<file path="config.mk">
export PLATFORM = sky130hd
export DESIGN_NAME = id_exe_stage
export DESIGN_NICKNAME = d
export VERILOG_FILES = /design/src/rtl/tartaruga_pkg.sv /design/src/rtl/id_exe_stage.sv
export SDC_FILE = /design/constraint.sdc
export NUM_CORES = 1
export LEC_CHECK = 0
export ABC_AREA = 0
export BUFFER_PORTS_ARGS = -buffer_cell sky130_fd_sc_hd__buf_2
export CAP_MARGIN = 20
export CORE_ASPECT_RATIO = 0.5
export CORE_MARGIN = 2
export CORE_UTILIZATION = 50
export CTS_CLUSTER_DIAMETER = 40
export CTS_CLUSTER_SIZE = 12
export DETAILED_ROUTE_END_ITERATION = 8
export PLACE_DENSITY = 0.85
export SKIP_LAST_GASP = 1
export SLEW_MARGIN = 20
export SYNTH_ARGS = -nofsm -noshare
export SYNTH_HDL_FRONTEND = slang
export SYNTH_SLANG_ARGS = --single-unit
</file>
<file path="constraint.sdc">
create_clock -name clk_i -period 3.95 [get_ports clk_i]
set_clock_uncertainty 0.05 [all_clocks]
set_input_delay 0.9875 -clock clk_i [delete_from_list [all_inputs] [get_ports clk_i]]
set_output_delay 0.9875 -clock clk_i [all_outputs]
set_load 0.1 [all_outputs]
</file>
<file path="src/rtl/tartaruga_pkg.sv">
// Shared types for the tartaruga core.
// Bus, register-address, ALU-op and ID/EXE bundle definitions.
package tartaruga_pkg;

    typedef logic [31:0] bus32_t;
    typedef logic [4:0]  reg_addr_t;

    typedef enum logic [3:0] {
        ADD  = 4'd0,
        SUB  = 4'd1,
        AND  = 4'd2,
        OR   = 4'd3,
        XOR  = 4'd4,
        SLL  = 4'd5,
        SRL  = 4'd6,
        SRA  = 4'd7,
        SLT  = 4'd8,
        SLTU = 4'd9
    } alu_op_t;

    typedef struct packed {
        bus32_t    pc;
        bus32_t    rs1;
        bus32_t    rs2;
        alu_op_t   alu_op;
        reg_addr_t rd_addr;
        logic      rd_we;
    } id_exe_t;

    typedef enum logic [1:0] {
        EMPTY = 2'd0,
        ONE   = 2'd1,
        FULL  = 2'd2
    } id_exe_state_t;

endpackage

</file>
<file path="src/rtl/id_exe_stage.sv">
// Decode-to-execute register stage with a one-entry skid buffer.
// Handshake flags come from registered state only.
module id_exe_stage
    import tartaruga_pkg::*;
(
    input  logic      clk_i,
    input  logic      rstn_i,
    input  logic      flush_i,
    input  logic      valid_i,
    output logic      ready_o,
    input  bus32_t    pc_i,
    input  bus32_t    data_rs1_i,
    input  bus32_t    data_rs2_i,
    input  alu_op_t   alu_op_i,
    input  reg_addr_t rd_addr_i,
    input  logic      rd_we_i,
    output logic      valid_o,
    input  logic      ready_i,
    output bus32_t    pc_o,
    output bus32_t    data_rs1_o,
    output bus32_t    data_rs2_o,
    output alu_op_t   alu_op_o,
    output reg_addr_t rd_addr_o,
    output logic      rd_we_o
);

    id_exe_state_t state, state_next;
    id_exe_t       main, skid, op_in;
    logic          in_xfer, out_xfer;
    logic          ld_main_in, ld_main_skid, ld_skid;

    assign op_in = '{
        pc:      pc_i,
        rs1:     data_rs1_i,
        rs2:     data_rs2_i,
        alu_op:  alu_op_i,
        rd_addr: rd_addr_i,
        rd_we:   rd_we_i
    };

    assign ready_o  = (state != FULL);
    assign valid_o  = (state != EMPTY);
    assign in_xfer  = valid_i & ready_o;
    assign out_xfer = valid_o & ready_i;

    always_comb begin
        state_next   = state;
        ld_main_in   = 1'b0;
        ld_main_skid = 1'b0;
        ld_skid      = 1'b0;
        if (flush_i) begin
            state_next = EMPTY;
        end else begin
            unique case (state)
                EMPTY: begin
                    if (in_xfer) begin
                        ld_main_in = 1'b1;
                        state_next = ONE;
                    end
                end
                ONE: begin
                    if (in_xfer && out_xfer) begin
                        ld_main_in = 1'b1;
                    end else if (in_xfer) begin
                        ld_skid    = 1'b1;
                        state_next = FULL;
                    end else if (out_xfer) begin
                        state_next = EMPTY;
                    end
                end
                FULL: begin
                    if (out_xfer) begin
                        ld_main_skid = 1'b1;
                        state_next   = ONE;
                    end
                end
                default: state_next = EMPTY;
            endcase
        end
    end

    always_ff @(posedge clk_i or negedge rstn_i) begin
        if (!rstn_i) begin
            state <= EMPTY;
            main  <= '0;
            skid  <= '0;
        end else begin
            state <= state_next;
            if (ld_main_in) begin
                main <= op_in;
            end else if (ld_main_skid) begin
                main <= skid;
            end
            if (ld_skid) begin
                skid <= op_in;
            end
        end
    end

    // x0 writes pass through; writeback owns suppression.
    assign pc_o       = main.pc;
    assign data_rs1_o = main.rs1;
    assign data_rs2_o = main.rs2;
    assign alu_op_o   = main.alu_op;
    assign rd_addr_o  = main.rd_addr;
    assign rd_we_o    = main.rd_we & valid_o;

endmodule
</file>
After elaboration in Yosys (flattened, before gate mapping)
Cells that the tools add are included.
{ "totals": {"word_cells": 47, "ff_bits": 214, "out_inout_bits": 108} }
{ "classes": {"n_bitwise": 3, "n_eq_ne": 7, "mux": 19, "n_reduce_logical": 5} }
{ "op_table": {"columns": ["op", "count"], "rows": [
  ["$mux 106", 2],
  ["$mux 2", 6],
  ["$mux 1", 9],
  ["$ne 3x3->1 const B", 3],
  ["$pmux 2 s3", 1],
  ["$ne 4x4->1 const B", 1],
  ["$reduce_and 4->1", 1],
  ["$reduce_bool 2->1", 2],
  ["$and 1x1->1", 3],
  ["$eq 2x1->1 const B", 1],
  ["$eq 2x2->1 const B", 1],
  ["$logic_not 2->1", 1],
  ["$ne 2x2->1 const B", 1],
  ["$pmux 1 s2", 1],
  ["$logic_and 1x1->1", 1]
]} }

Longest topological paths before layout
{ "depth": {"ltp_word": 7, "ltp_mapped": 6, "mapped_depth_nobuf": 4} }

Worst setup path before layout
Ideal clock, no wire load.
{ "synth_timing": {"path_type": "register -> output", "from": "register state[1]", "to": "output rd_we_o", "required_ps": 2913, "path_stages_with_launch": 3, "setup_slack_ps": 1211, "n_path_buf": 0, "arrival_time_ps": 1702, "cell_sequence": "dfrtp_1 > or2_2 > and2_1"} }
{ "synth_between": {"elab_chain_len": 2} }
{ "synth_lines": {"columns": ["item", "line", "text"], "rows": [
  ["start, declared", "id_exe_stage.sv:27", "id_exe_state_t state, state_next;"],
  ["start signal, assigned", "id_exe_stage.sv:88", "state <= state_next;"],
  ["$reduce_bool 2->1", "id_exe_stage.sv:42", "assign valid_o = (state != EMPTY);"],
  ["net valid_o", "id_exe_stage.sv:17", "output logic valid_o,"],
  ["$and 1x1->1", "id_exe_stage.sv:106", "assign rd_we_o = main.rd_we & valid_o;"],
  ["end, declared", "id_exe_stage.sv:24", "output logic rd_we_o"]
]} }
The timed path passes the listed nets, and every way through them passes these cells.

Worst setup path in the final report
{ "layout_timing": {"from": "register state[1]", "to": "output rd_we_o"} }
{ "layout_between": {"elab_chain_len": 2} }
{ "layout_lines": {"columns": ["item", "line"], "rows": [
  ["$reduce_bool 2->1", "id_exe_stage.sv:42"],
  ["$and 1x1->1", "id_exe_stage.sv:106"]
]} }
No other way between the ends.

==> results.md <==
- Maxcap violations: 0
- Initial drt markers: 190
- Floorplan row count: 36
- Synth top area cells: dfrtp_1, mux2_2, buf_4
- Register clock-pin slew on the reported worst setup and hold paths: 60 ps
- Fmax: 358.3 MHz
- Root Driver: clkbuf_16
- I/O pin cnt: between 200 and 250
- RePlAce Congestion: between 0.7 and 0.8
- Share of post-route cells with drive strength above 1: 0.6720
- Port bufs: about 220
- Area growth, synth to finish: 12.18%
- Synth Register Bits: ~210
- Slowest CP cell: dfrtp_1
- Final Hold Viols: 0
- CTS tree: done
- Die Area: around 21000 um^2
- Initial Utilization: 0.5126
- Post-CTS Setup Inserts: 0
- Dpl hpwl: 12780 um
- Yosys top cell area share: 0.5331
- Slew Limit Headroom: 0.4804
- Worst setup EP type: output port
- Sink Count: about 210
- RSZ-0062 raised after global routing: no
- Hold buffers post-CTS: 0
- WL met2: roughly 9900 um
- Min Tclk post-route: roughly 2800 ps
- Critical Path RT: approximately 2900 ps
- Least-Margin Pin Slew: roughly 780 ps
- Synthesis warning total: 0
- Worst-path maximum fanout: 5
- Vias per cell: ~5.2
- Period utilisation layout: 0.7066
- Slew Viols, Final: 0
- Status: completed
- Met1 wire length: just under 8000 um
- Vias: about 5600
- Die Span Y: around 100 um
- Post-DP Area: approximately 11000 um^2
- Pin count of the biggest net entering global routing: slightly below 100
- Post-Synthesis Mean Instance Area: between 10 and 15 um^2
- Crit path cell chain: or2_2 > and2_1 > buf_2
- Mapped Cells: 690
- Delay-heaviest family, CP: simple AND/OR/NAND/NOR gates
- WL met3: just under 700 um
- Die width: 204.4 um
- Sequential area share after synthesis: 0.5331
- Final WS setup: between 1000 and 1500 ps
- Worst stage delay on the critical path: roughly 440 ps
- Reg2reg setup slack: about 1700 ps
- Yosys cell types: 22
- Max H-tree Level: 1
- Clock tree buffer depth: 3
- Num CTS Buffers: 23
- DR WL/cell: around 18 um
- Total grt overflow: 0
- Final setup TNS: 0 ps
- Post-route ant nets: 0
- Vias in the first global route: slightly above 6000
- Resize count post-CTS: 0
- Post-Route WL: between 15000 and 20000 um
- Final net count: roughly 920
- WP data arrival: between 1500 and 2000 ps
- WS Path Type: reg -> out
- Pre-CTS setup slack: ~970 ps
- Top layer in use: met4
- Worst-skew pair later-pin latency: 500 ps
- Post-Syn Area: 10040 um^2
- CORE AREA: ~20000 um^2
- Drt pass-1 iters: 4
- Global-route wire length before repair: 30950 um
- Hold crit path type: reg -> reg
- Initial antenna violation count: 2
- Buf/Inv on CP: 1
- Startpoint Class: flip-flop
- Fin area: approximately 11000 um^2
- Final Setup Violations: 0
- Total GRT Usage: 0.1812
- Drt drc: 0
- Syn_nets: approximately 800
- Synth area leader: dfrtp_1
cell usage after synthesis:
master,count
mux2_2,281
dfrtp_1,214
buf_4,111
mux2_1,35
buf_2,21
buf_6,4
clkbuf_1,3
nand2b_1,3
nor2_1,3
a21oi_1,2
mux2i_1,2
and2_1,1
and3_1,1
inv_1,1
nand2_1,1
nand2_2,1
nor3b_1,1
nor3b_2,1
o21ai_0,1
o21bai_2,1
o31ai_1,1
or2_2,1
cell usage in the layout (no fill, tap or decap), types with 3 or more instances in the layout:
cell and n:
buf_2 217, mux2_1 35, clkbuf_16 23, mux2_2 281
dfrtp_1 214, buf_12 3, nor2_1 3, buf_4 7
sequential cells by signal, indices dropped and copies added, names as in the netlist:
signal and cells:
alu_op_o 4, data_rs1_o 32, data_rs2_o 32, main 1, pc_o 32, rd_addr_o 5, skid 106, state 2
worst paths after layout:
path / start / end / cells past startpoint
min in group asynchronous: rstn_i / data_rs1_o[18] / 1
max in group asynchronous: rstn_i / data_rs2_o[27] / 2
hold / removal: skid[101] / skid[101] / 1
hold reg to reg: skid[101] / skid[101] / 1
setup / recovery: state[1] / rd_we_o / 3
setup reg to reg: state[1] / data_rs1_o[9] / 5
cells by family (layout without fill, tap and decap cells):
family	count (synthesis)	after routing	synth area share
AND/OR/NAND/NOR	13	13	0.007849
other	0	2	0
flip-flops	214	214	0.5331
buffers and inverters	140	258	0.09940
multiplexers	318	318	0.3563
AO/OA/AOI/OAI	5	5	0.003363
stage by stage:
step	util	cells	hold WS, ps
6_report	0.5751	1076	443.2
5_1_grt	0.5751	1076	456.6
4_1_cts	0.5748	1074	444.0
3_5_place_dp	0.5418	1045	430.2
3_3_place_gp	0.5418	1045	417.7
2_1_floorplan	-	690	408.5
layout make-up:
class | instances | area, um^2
well taps | 266 | 332.8
repair buffers | 228 | 1212
clock buffers | 24 | 589.3
multi-input cells | 336 | 3711
flip-flops and latches | 214 | 5355
inverters | 1 | 3.754
clock inverters | 5 | 58.81
fillers | 1550 | 8325
diodes | 2 | 5.005
routing by layer:
| layer | up-vias | track usage |
|---|---|---|
| li1 | 2537 | - |
| met1 | 2880 | 0.2129 |
| met2 | 108 | 0.3262 |
| met3 | 42 | 0.03885 |
| met4 | 0 | 0.06677 |
| met5 | - | 0 |
Power is left out: the tool's default activity adds up to more than one toggle a clock period on the data nets, which glitch-free logic cannot reach.
